File: config.mk
export PLATFORM = sky130hd
export DESIGN_NAME = apb_bridge_v2_flat
export DESIGN_NICKNAME = d
export VERILOG_FILES = /design/src/rtl/apb_bridge_v2_pkg.sv /design/src/rtl/apb_bridge_v2_if.sv /design/src/rtl/apb_bridge_v2_wait_counter.sv /design/src/rtl/apb_bridge_v2.sv /design/src/flat_wrapper.sv
export SDC_FILE = /design/constraint.sdc
export NUM_CORES = 1
export LEC_CHECK = 0
export ABC_AREA = 0
export CAP_MARGIN = 20
export CORE_ASPECT_RATIO = 1.5
export CORE_MARGIN = 1
export CORE_UTILIZATION = 40
export DETAILED_ROUTE_END_ITERATION = 7
export GPL_TIMING_DRIVEN = 0
export HOLD_SLACK_MARGIN = 0.08
export PLACE_DENSITY = 0.93
export SYNTH_ARGS = -nofsm -noshare
export SYNTH_HDL_FRONTEND = slang
export SYNTH_SLANG_ARGS = --single-unit
File: constraint.sdc
create_clock -name PCLK -period 3.65 [get_ports PCLK]
set_clock_uncertainty 0.2 [all_clocks]
set_input_delay 0.9125 -clock PCLK [delete_from_list [all_inputs] [get_ports PCLK]]
set_output_delay 0.9125 -clock PCLK [all_outputs]
set_load 0.05 [all_outputs]
File: src/rtl/apb_bridge_v2_pkg.sv
// Shared types, constants and helpers for the APB3 peripheral bridge.
package apb_bridge_pkg;

  localparam int APB_W = 32;

  typedef enum logic [1:0] {
    IDLE  = 2'd0,
    WRITE = 2'd1,
    READ  = 2'd2,
    RESP  = 2'd3
  } state_e;

  // Counter width needed to hold max(RD_WAIT, TIMEOUT) - 1; never narrower than 1 bit.
  function automatic int cnt_width(input int rd_wait, input int timeout);
    int m;
    m = (rd_wait > timeout) ? rd_wait : timeout;
    return (m > 1) ? $clog2(m) : 1;
  endfunction

endpackage

File: src/rtl/apb_bridge_v2_if.sv
// APB3 bus bundle between the interconnect (master) and the bridge (slave).
interface apb_bridge_v2_if;
  import apb_bridge_pkg::*;

  logic [APB_W-1:0] PADDR;
  logic             PSEL;
  logic             PENABLE;
  logic             PWRITE;
  logic [APB_W-1:0] PWDATA;
  logic             PREADY;
  logic [APB_W-1:0] PRDATA;
  logic             PSLVERR;

  modport master (output PADDR, PSEL, PENABLE, PWRITE, PWDATA,
                  input  PREADY, PRDATA, PSLVERR);
  modport slave  (input  PADDR, PSEL, PENABLE, PWRITE, PWDATA,
                  output PREADY, PRDATA, PSLVERR);
endinterface

File: src/rtl/apb_bridge_v2_wait_counter.sv
// Clear/enable up-counter with terminal-count compare; used for both the
// fixed read wait and the ack timeout.
module apb_wait_counter #(
  parameter int W = 4
) (
  input  logic         clk,
  input  logic         rst,
  input  logic         i_clr,
  input  logic         i_en,
  input  logic [W-1:0] i_term,
  output logic         o_tc
);

  logic [W-1:0] r_cnt;

  // Count while enabled; clear has priority so every read starts from zero.
  always_ff @(posedge clk or posedge rst) begin
    if (rst)        r_cnt <= '0;
    else if (i_clr) r_cnt <= '0;
    else if (i_en)  r_cnt <= r_cnt + 1'b1;
  end

  assign o_tc = (r_cnt == i_term);

endmodule

File: src/rtl/apb_bridge_v2.sv
// APB3 slave -> single-cycle peripheral strobe bridge with configurable widths,
// fixed or acknowledged read latency, and PSLVERR on bad address / ack timeout.
module apb_bridge_v2
  import apb_bridge_pkg::*;
#(
  parameter int ADDR_W   = 6,
  parameter int DATA_W   = 16,
  parameter int RD_WAIT  = 6,
  parameter int ACK_MODE = 0,
  parameter int TIMEOUT  = 64
) (
  input  logic              PCLK,
  input  logic              PRESET,
  apb_bridge_v2_if.slave    apb,
  output logic [ADDR_W-1:0] p_address,
  output logic [DATA_W-1:0] p_data,
  output logic              p_wr,
  output logic              p_rd,
  input  logic [DATA_W-1:0] p_data_back,
  input  logic              p_rd_ack
);

  localparam int              CNT_W  = cnt_width(RD_WAIT, TIMEOUT);
  // Terminal count is the last waiting cycle: the edge that sees it completes the read.
  localparam int              TERM_I = (ACK_MODE != 0) ? TIMEOUT - 1 : RD_WAIT - 1;
  localparam logic [CNT_W-1:0] TERM  = CNT_W'(TERM_I);

  state_e              r_state, w_state_nxt;
  logic                r_pready, r_pslverr, r_p_wr, r_p_rd;
  logic [APB_W-1:0]    r_prdata;
  logic [ADDR_W-1:0]   r_p_address;
  logic [DATA_W-1:0]   r_p_data;
  logic                w_pready, w_pslverr, w_p_wr, w_p_rd;
  logic [APB_W-1:0]    w_prdata;
  logic [ADDR_W-1:0]   w_p_address;
  logic [DATA_W-1:0]   w_p_data;
  logic                w_setup, w_addr_err, w_ack, w_tc, w_cnt_clr, w_cnt_en;
  logic [APB_W-1:0]    w_unused_wdata;

  assign w_setup        = apb.PSEL & ~apb.PENABLE;
  assign w_addr_err     = (apb.PADDR >> ADDR_W) != '0;
  assign w_ack          = (ACK_MODE != 0) && p_rd_ack;
  assign w_cnt_clr      = (r_state != READ);
  assign w_cnt_en       = (r_state == READ);
  assign w_unused_wdata = apb.PWDATA;

  apb_wait_counter #(.W(CNT_W)) u_wait (
    .clk    (PCLK),
    .rst    (PRESET),
    .i_clr  (w_cnt_clr),
    .i_en   (w_cnt_en),
    .i_term (TERM),
    .o_tc   (w_tc)
  );

  // State register plus the registered bus/strobe outputs; reset aborts any transfer.
  always_ff @(posedge PCLK or posedge PRESET) begin
    if (PRESET) begin
      r_state     <= IDLE;
      r_pready    <= 1'b0;
      r_pslverr   <= 1'b0;
      r_p_wr      <= 1'b0;
      r_p_rd      <= 1'b0;
      r_prdata    <= '0;
      r_p_address <= '0;
      r_p_data    <= '0;
    end else begin
      r_state     <= w_state_nxt;
      r_pready    <= w_pready;
      r_pslverr   <= w_pslverr;
      r_p_wr      <= w_p_wr;
      r_p_rd      <= w_p_rd;
      r_prdata    <= w_prdata;
      r_p_address <= w_p_address;
      r_p_data    <= w_p_data;
    end
  end

  // Next state: setups only accepted in IDLE; PSEL loss in READ abandons the read.
  always_comb begin
    w_state_nxt = r_state;
    case (r_state)
      IDLE:        if (w_setup) w_state_nxt = w_addr_err ? RESP : (apb.PWRITE ? WRITE : READ);
      WRITE, RESP: w_state_nxt = IDLE;
      READ: begin
        if (!apb.PSEL)          w_state_nxt = IDLE;
        else if (w_ack || w_tc) w_state_nxt = RESP;
      end
      default:     w_state_nxt = IDLE;
    endcase
  end

  // Output next-values: one-cycle pulses default low, data/address hold.
  always_comb begin
    w_pready    = 1'b0;
    w_pslverr   = 1'b0;
    w_p_wr      = 1'b0;
    w_p_rd      = 1'b0;
    w_prdata    = r_prdata;
    w_p_address = r_p_address;
    w_p_data    = r_p_data;
    case (r_state)
      IDLE: if (w_setup) begin
        if (w_addr_err) begin
          w_pready  = 1'b1;
          w_pslverr = 1'b1;
          if (!apb.PWRITE) w_prdata = '0;
        end else if (apb.PWRITE) begin
          w_p_address = apb.PADDR[ADDR_W-1:0];
          w_p_data    = apb.PWDATA[DATA_W-1:0];
          w_p_wr      = 1'b1;
          w_pready    = 1'b1;
        end else begin
          w_p_address = apb.PADDR[ADDR_W-1:0];
          w_p_rd      = 1'b1;
        end
      end
      READ: if (apb.PSEL) begin
        // Ack is checked first so an ack landing on the timeout edge still succeeds.
        if (w_ack) begin
          w_pready = 1'b1;
          w_prdata = APB_W'(p_data_back);
        end else if (w_tc) begin
          w_pready = 1'b1;
          if (ACK_MODE != 0) begin
            w_pslverr = 1'b1;
            w_prdata  = '0;
          end else begin
            w_prdata  = APB_W'(p_data_back);
          end
        end
      end
      default: ;
    endcase
  end

  assign apb.PREADY  = r_pready;
  assign apb.PSLVERR = r_pslverr;
  assign apb.PRDATA  = r_prdata;
  assign p_address   = r_p_address;
  assign p_data      = r_p_data;
  assign p_wr        = r_p_wr;
  assign p_rd        = r_p_rd;

endmodule

File: src/flat_wrapper.sv
// flat-port wrapper written by rule: the top's interface ports become plain ports
module apb_bridge_v2_flat import apb_bridge_pkg::*;
#(
  parameter int ADDR_W   = 6,
  parameter int DATA_W   = 16,
  parameter int RD_WAIT  = 6,
  parameter int ACK_MODE = 0,
  parameter int TIMEOUT  = 64
)
  (PCLK, PRESET, p_address, p_data, p_wr, p_rd, p_data_back, p_rd_ack, apb_PADDR, apb_PSEL, apb_PENABLE, apb_PWRITE, apb_PWDATA, apb_PREADY, apb_PRDATA, apb_PSLVERR);
  apb_bridge_v2_if apb_i ();
  input  logic PCLK;
  input  logic PRESET;
  output logic [ADDR_W-1:0] p_address;
  output logic [DATA_W-1:0] p_data;
  output logic p_wr;
  output logic p_rd;
  input  logic [DATA_W-1:0] p_data_back;
  input  logic p_rd_ack;
  input wire logic [$bits(apb_i.PADDR)-1:0] apb_PADDR;
  input wire logic [$bits(apb_i.PSEL)-1:0] apb_PSEL;
  input wire logic [$bits(apb_i.PENABLE)-1:0] apb_PENABLE;
  input wire logic [$bits(apb_i.PWRITE)-1:0] apb_PWRITE;
  input wire logic [$bits(apb_i.PWDATA)-1:0] apb_PWDATA;
  output wire logic [$bits(apb_i.PREADY)-1:0] apb_PREADY;
  output wire logic [$bits(apb_i.PRDATA)-1:0] apb_PRDATA;
  output wire logic [$bits(apb_i.PSLVERR)-1:0] apb_PSLVERR;
  assign apb_i.PADDR = apb_PADDR;
  assign apb_i.PSEL = apb_PSEL;
  assign apb_i.PENABLE = apb_PENABLE;
  assign apb_i.PWRITE = apb_PWRITE;
  assign apb_i.PWDATA = apb_PWDATA;
  assign apb_PREADY = apb_i.PREADY;
  assign apb_PRDATA = apb_i.PRDATA;
  assign apb_PSLVERR = apb_i.PSLVERR;
  apb_bridge_v2 #(.ADDR_W(ADDR_W), .DATA_W(DATA_W), .RD_WAIT(RD_WAIT), .ACK_MODE(ACK_MODE), .TIMEOUT(TIMEOUT)) u_core (.PCLK(PCLK), .PRESET(PRESET), .apb(apb_i), .p_address(p_address), .p_data(p_data), .p_wr(p_wr), .p_rd(p_rd), .p_data_back(p_data_back), .p_rd_ack(p_rd_ack));
endmodule
After elaboration in Yosys (flattened, before gate mapping)
Index checks and enable logic that the tools add are counted.
{"block": "totals", "register_bits": 66, "wordCells": 63}
{"block": "op_classes", "n_addsub": 1, "n_eq_ne": 11, "n_mux": 30, "n_bitwise": 3, "n_reduce_logical": 9}
{"op": "two-way mux 32 bit", "count": 5}
{"op": "case mux 32 bit (2 select lines)", "count": 1}
{"op": "nonzero test 32 bit", "count": 1}
{"op": "two-way mux 1 bit", "count": 15}
{"op": "two-way mux 6 bit", "count": 2}
{"op": "two-way mux 2 bit", "count": 5}
{"op": "adder 6 x 1 -> 6 bit, second input constant", "count": 1}
{"op": "== test 6 x 3 -> 1 bit, second input constant", "count": 1}
{"op": "!= test 2 x 1 -> 1 bit, second input constant", "count": 3}
{"op": "!= test 2 bit, second input constant", "count": 3}
{"op": "case mux 2 bit (3 select lines)", "count": 1}
{"op": "AND reduction 6 bit", "count": 1}
{"op": "== test 2 bit, second input constant", "count": 2}
{"op": "AND reduction 4 bit", "count": 1}
{"op": "nonzero test 2 bit", "count": 2}
{"op": "!= test 3 x 2 -> 1 bit, second input constant", "count": 1}
{"op": "AND reduction 3 bit", "count": 1}
{"op": "== test 2 x 1 -> 1 bit, second input constant", "count": 1}
{"op": "logical NOT 2 bit", "count": 1}
{"op": "NOT 1 bit", "count": 2}
{"op": "case mux 1 bit (2 select lines)", "count": 1}
{"op": "AND reduction 2 bit", "count": 1}
{"op": "OR reduction 2 bit", "count": 1}
{"op": "bitwise AND 1 bit", "count": 1}

Logic depth before layout (Yosys ltp)
{"block": "depth", "ltp_word": 4, "depth_mapped": 7, "depth_no_buf": 6}

By module
Synthesis repeated with hierarchy kept, for this count alone.
{"block": "unflattened", "cells_unflattened": 226, "area_unflattened_um2": 2468.6}
{"mod": "apb_bridge_v2", "n_inst": 1, "cells_each": 193, "area_each_um2": 2132.0, "seq_area_each_um2": 1101.1}
{"mod": "apb_wait_counter", "n_inst": 1, "cells_each": 33, "area_each_um2": 336.6, "seq_area_each_um2": 150.1}

Worst setup path after synthesis
OpenSTA, ideal clock, no wires.
{"block": "synth_timing", "kind": "input to register", "startpoint": "input port apb_PADDR[13]", "endpoint": "register u_core.r_p_data[0] (netlist: u_core.p_data[0])", "setup_ps": 125, "arrival_time_ps": 2428, "path_slack_ps": 897, "cell_stages": 5, "path_cell_list": "nor4_1 nand4_1 nor4_4 buf_6 mux2_2"}
{"block": "synth_via", "elab_chain_cells": 3}
{"element": "from (decl)", "line": "flat_wrapper.sv:20", "rtl": "input wire logic [$bits(apb_i.PADDR)-1:0] apb_PADDR;"}
{"element": "nonzero test 32 bit", "line": "apb_bridge_v2.sv:41", "rtl": "assign w_addr_err = (apb.PADDR >> ADDR_W) != '0;"}
{"element": "NOT 1 bit (no source line)"}
{"element": "AND reduction 4 bit (no source line)"}
{"element": "to (signal assigned)", "line": "apb_bridge_v2.sv:75", "rtl": "r_p_data <= w_p_data;"}
{"element": "to (decl)", "line": "apb_bridge_v2.sv:32", "rtl": "logic [DATA_W-1:0] r_p_data;"}
No other way between the ends.
A chain may end at the register's enable or synchronous reset.

Worst setup path after layout
{"block": "layout_timing", "startpoint": "input port apb_PADDR[8]", "endpoint": "register u_core.r_p_data[4] (netlist: u_core.p_data[4])"}
Same word-level chain as after synthesis.

==> reports/summary.txt <==
status: completed
Clock Path Buffers: 2
total of max-cap violations: 0
antenna cells: 0
EDFF count, synth: 0
slowest CP cell: nor4_4
met3 WL: 434 um
starting density of the core: 41.31%
clk root buf: clkbuf_8
initial DRC count: 97
Cell Chain, Critical Path: clkdlybuf4s50_1 -> nor4_1 -> nand4_1 -> nor4_4 -> buf_6 -> mux2_2
area of the multi-input gates: 1007 um^2
share of layout cells above drive strength 1: 15.67%
FF+latch count, synth: 50
total track usage: 20.07%
Post-Route M1 WL: 2.211 mm
post-route ant nets: 0
count of final max-slew check failures: 0
Syn Std Cell Area: 2390 um^2
CTS clk-pin slew, worst paths: 80 ps
area grow syn2layout: 57.75%
die area: 6294 um^2
PortBufs: 110
vias in the first global route: 2133
die width: 65.11 um
TritonCTS clock tree: built
Slew HR: 49.70%
Final setup viols: 0
largest net degree at the start of global routing: 42
cts hold-fix bufs: 0
number of synthesis warnings: 0
Worst Setup Path Type: primary input to register
worst min path class: register to register
DRT Pass-1 Iters: 4
GPL Wtd Cong: 0.7816
min Tclk post-route: 3127 ps
crit-path max cell delay: 590 ps
Arr. time, crit path: 3100 ps
total CTS buffers: 5
worst vdd ir: 272.3 uV
most frequent cells in the layout: clkdlybuf4s50_1 (110), dfrtp_1 (50), mux2_2 (22)
Avg WL per Cell: 14.44 um
distinct cell type count after synthesis: 33
Placed Cells: 416
global route overflow: 0
worst-margin pin slew: 752.2 ps
Die Ht: 96.67 um
Routed WL: 6.107 mm
CTS resizes: 0
PwrDens: 320.7 nW/um^2
Core ar.: 5786 um^2
Sink Count: 50
Final HPWL DP: 4.748 mm
post-synthesis cell count: 218
setup_tns: 0 ps
WL met2: 3.336 mm
crit start category: primary input
ys flop type: dfrtp_1
Layout fillers: 467
CP Capture Type: register
final net count: 439
fin crit share: 85.66%
Avg Inst Size Synth: 10.96 um^2
Worst EP required: 3630 ps
Leak: 0.001594 uW
Top Layer Used: met4
register area share after synthesis: 52.36%
Synth async-reset ratio: 100.0%
Post-CTS Setup Bufs: 0
RSZ-0062 raised after global routing: false
Fmax: 319.8 MHz
Remaining DRCs: 0
row count: 34
CP Max Fanout: 10
detailed-route via count: 2210
worst skew pair latency: 290 ps
initial antenna violation count: 0
register area: 1251 um^2
commonest non-fill, non-tap cell in the layout: clkdlybuf4s50_1
Max H-tree Level: 2
final std cells w/o fill: 423
first-pass GRT wire length: 9.763 mm
final hold violation count: 0
num ports: 144
Via density: 5.225
==> metal layers <==
layer,track usage [%],vias up
li1,-,1017
met5,0,-
met1,22.63,1065
met4,7.525,0
met2,35.90,115
met3,4.363,13
==> cell type report <==
| class | instances | share of cell area (%) |
|---|---|---|
| clock buffer | 6 | 2.191 |
| tap | 72 | 2.390 |
| sequential | 50 | 33.19 |
| inverter | 3 | 0.2987 |
| timing repair buffer | 111 | 29.74 |
| buffer | 28 | 4.680 |
| multi-input combinational | 152 | 26.72 |
| clock inverter | 1 | 0.7965 |
==> worst max-delay path, delay by kind of cell <==
family | cells | cell delay, ps
buffers and inverters | 2 | 630
muxes | 1 | 350
and+or+nand+nor | 3 | 1220
==> cell families (layout without fill, tap and decap cells) <==
logic type,count (synthesis),count (layout),share of synthesized area (%)
and+or+nand+nor,71,71,16.75
DFF,50,50,52.36
AOI/OAI and AO/OA,37,37,10.00
buffers and inverters,31,149,7.853
muxes,22,22,10.37
xor gates and xnor gates,4,4,1.466
adders and majority gates,2,2,1.047
other,1,16,0.1569
==> worst paths after layout <==
path | startpoint | end | slack, ps | cells past startpoint
worst max-delay path | apb_PADDR[8] | u_core.p_data[4] | 520 | 6
worst min-delay path | u_core.u_wait.r_cnt[0] | u_core.u_wait.r_cnt[0] | 300 | 1
worst max register to register | u_core.r_state[0] | u_core.p_data[4] | 1210 | 6
worst min register to register | u_core.u_wait.r_cnt[0] | u_core.u_wait.r_cnt[0] | 300 | 1
max in group asynchronous | PRESET | u_core.apb.PRDATA[10] | 2090 | 3
min in group asynchronous | PRESET | u_core.p_data[5] | 680 | 2
==> Yosys cell counts, drive strengths merged (2+ instances only) <==
library cell | count | share of area [%]
dfrtp | 50 | 52
mux2 | 22 | 10
buf | 21 | 6.3
nand2 | 19 | 3.0
o21ai | 18 | 3.8
nand4 | 17 | 4.5
o211ai | 16 | 5.0
nor2 | 10 | 1.6
clkbuf | 7 | 1.1
nor4 | 7 | 2.5
nand2b | 4 | 1.4
inv | 3 | 0.47
nand3 | 3 | 0.63
nor2b | 3 | 0.79
and2 | 2 | 0.52
ha | 2 | 1.0
nor3 | 2 | 0.63
xnor2 | 2 | 0.73
xor2 | 2 | 0.73
==> through the flow <==
stage | worst slack, ps | area [um^2] | utilization, % | hold slack (ps) | total power [uW]
after floorplan | 897.2 | 2446 | - | 259.8 | 714.8
after global placement | 172.5 | 3637 | 62.87 | 274.9 | 820.3
after detailed placement | 141.7 | 3657 | 63.21 | 293.8 | 828.2
after CTS | 464.5 | 3770 | 65.16 | 306.3 | 1217
after global routing | 286.4 | 3770 | 65.16 | 328.4 | 1263
final | 523.2 | 3770 | 65.16 | 304.8 | 1209
==> power breakdown <==
group	internal (uW)	switching, uW	total, uW
logic	109	135	244
clock network	219	171	391
registers	565	9.38	575
total	894	316	1210
==> state kept, by name, summed over array words and instances (netlist names) <==
register             flops
u_core.p_rd              1
u_core.p_wr              1
u_core.apb.PRDATA       16
u_core.r_state           2
u_core.u_wait.r_cnt      6
u_core.p_address         6
u_core.apb.PSLVERR       1
u_core.p_data           16
u_core.apb.PREADY        1
Note: power is estimated with default switching activity, not from simulation.
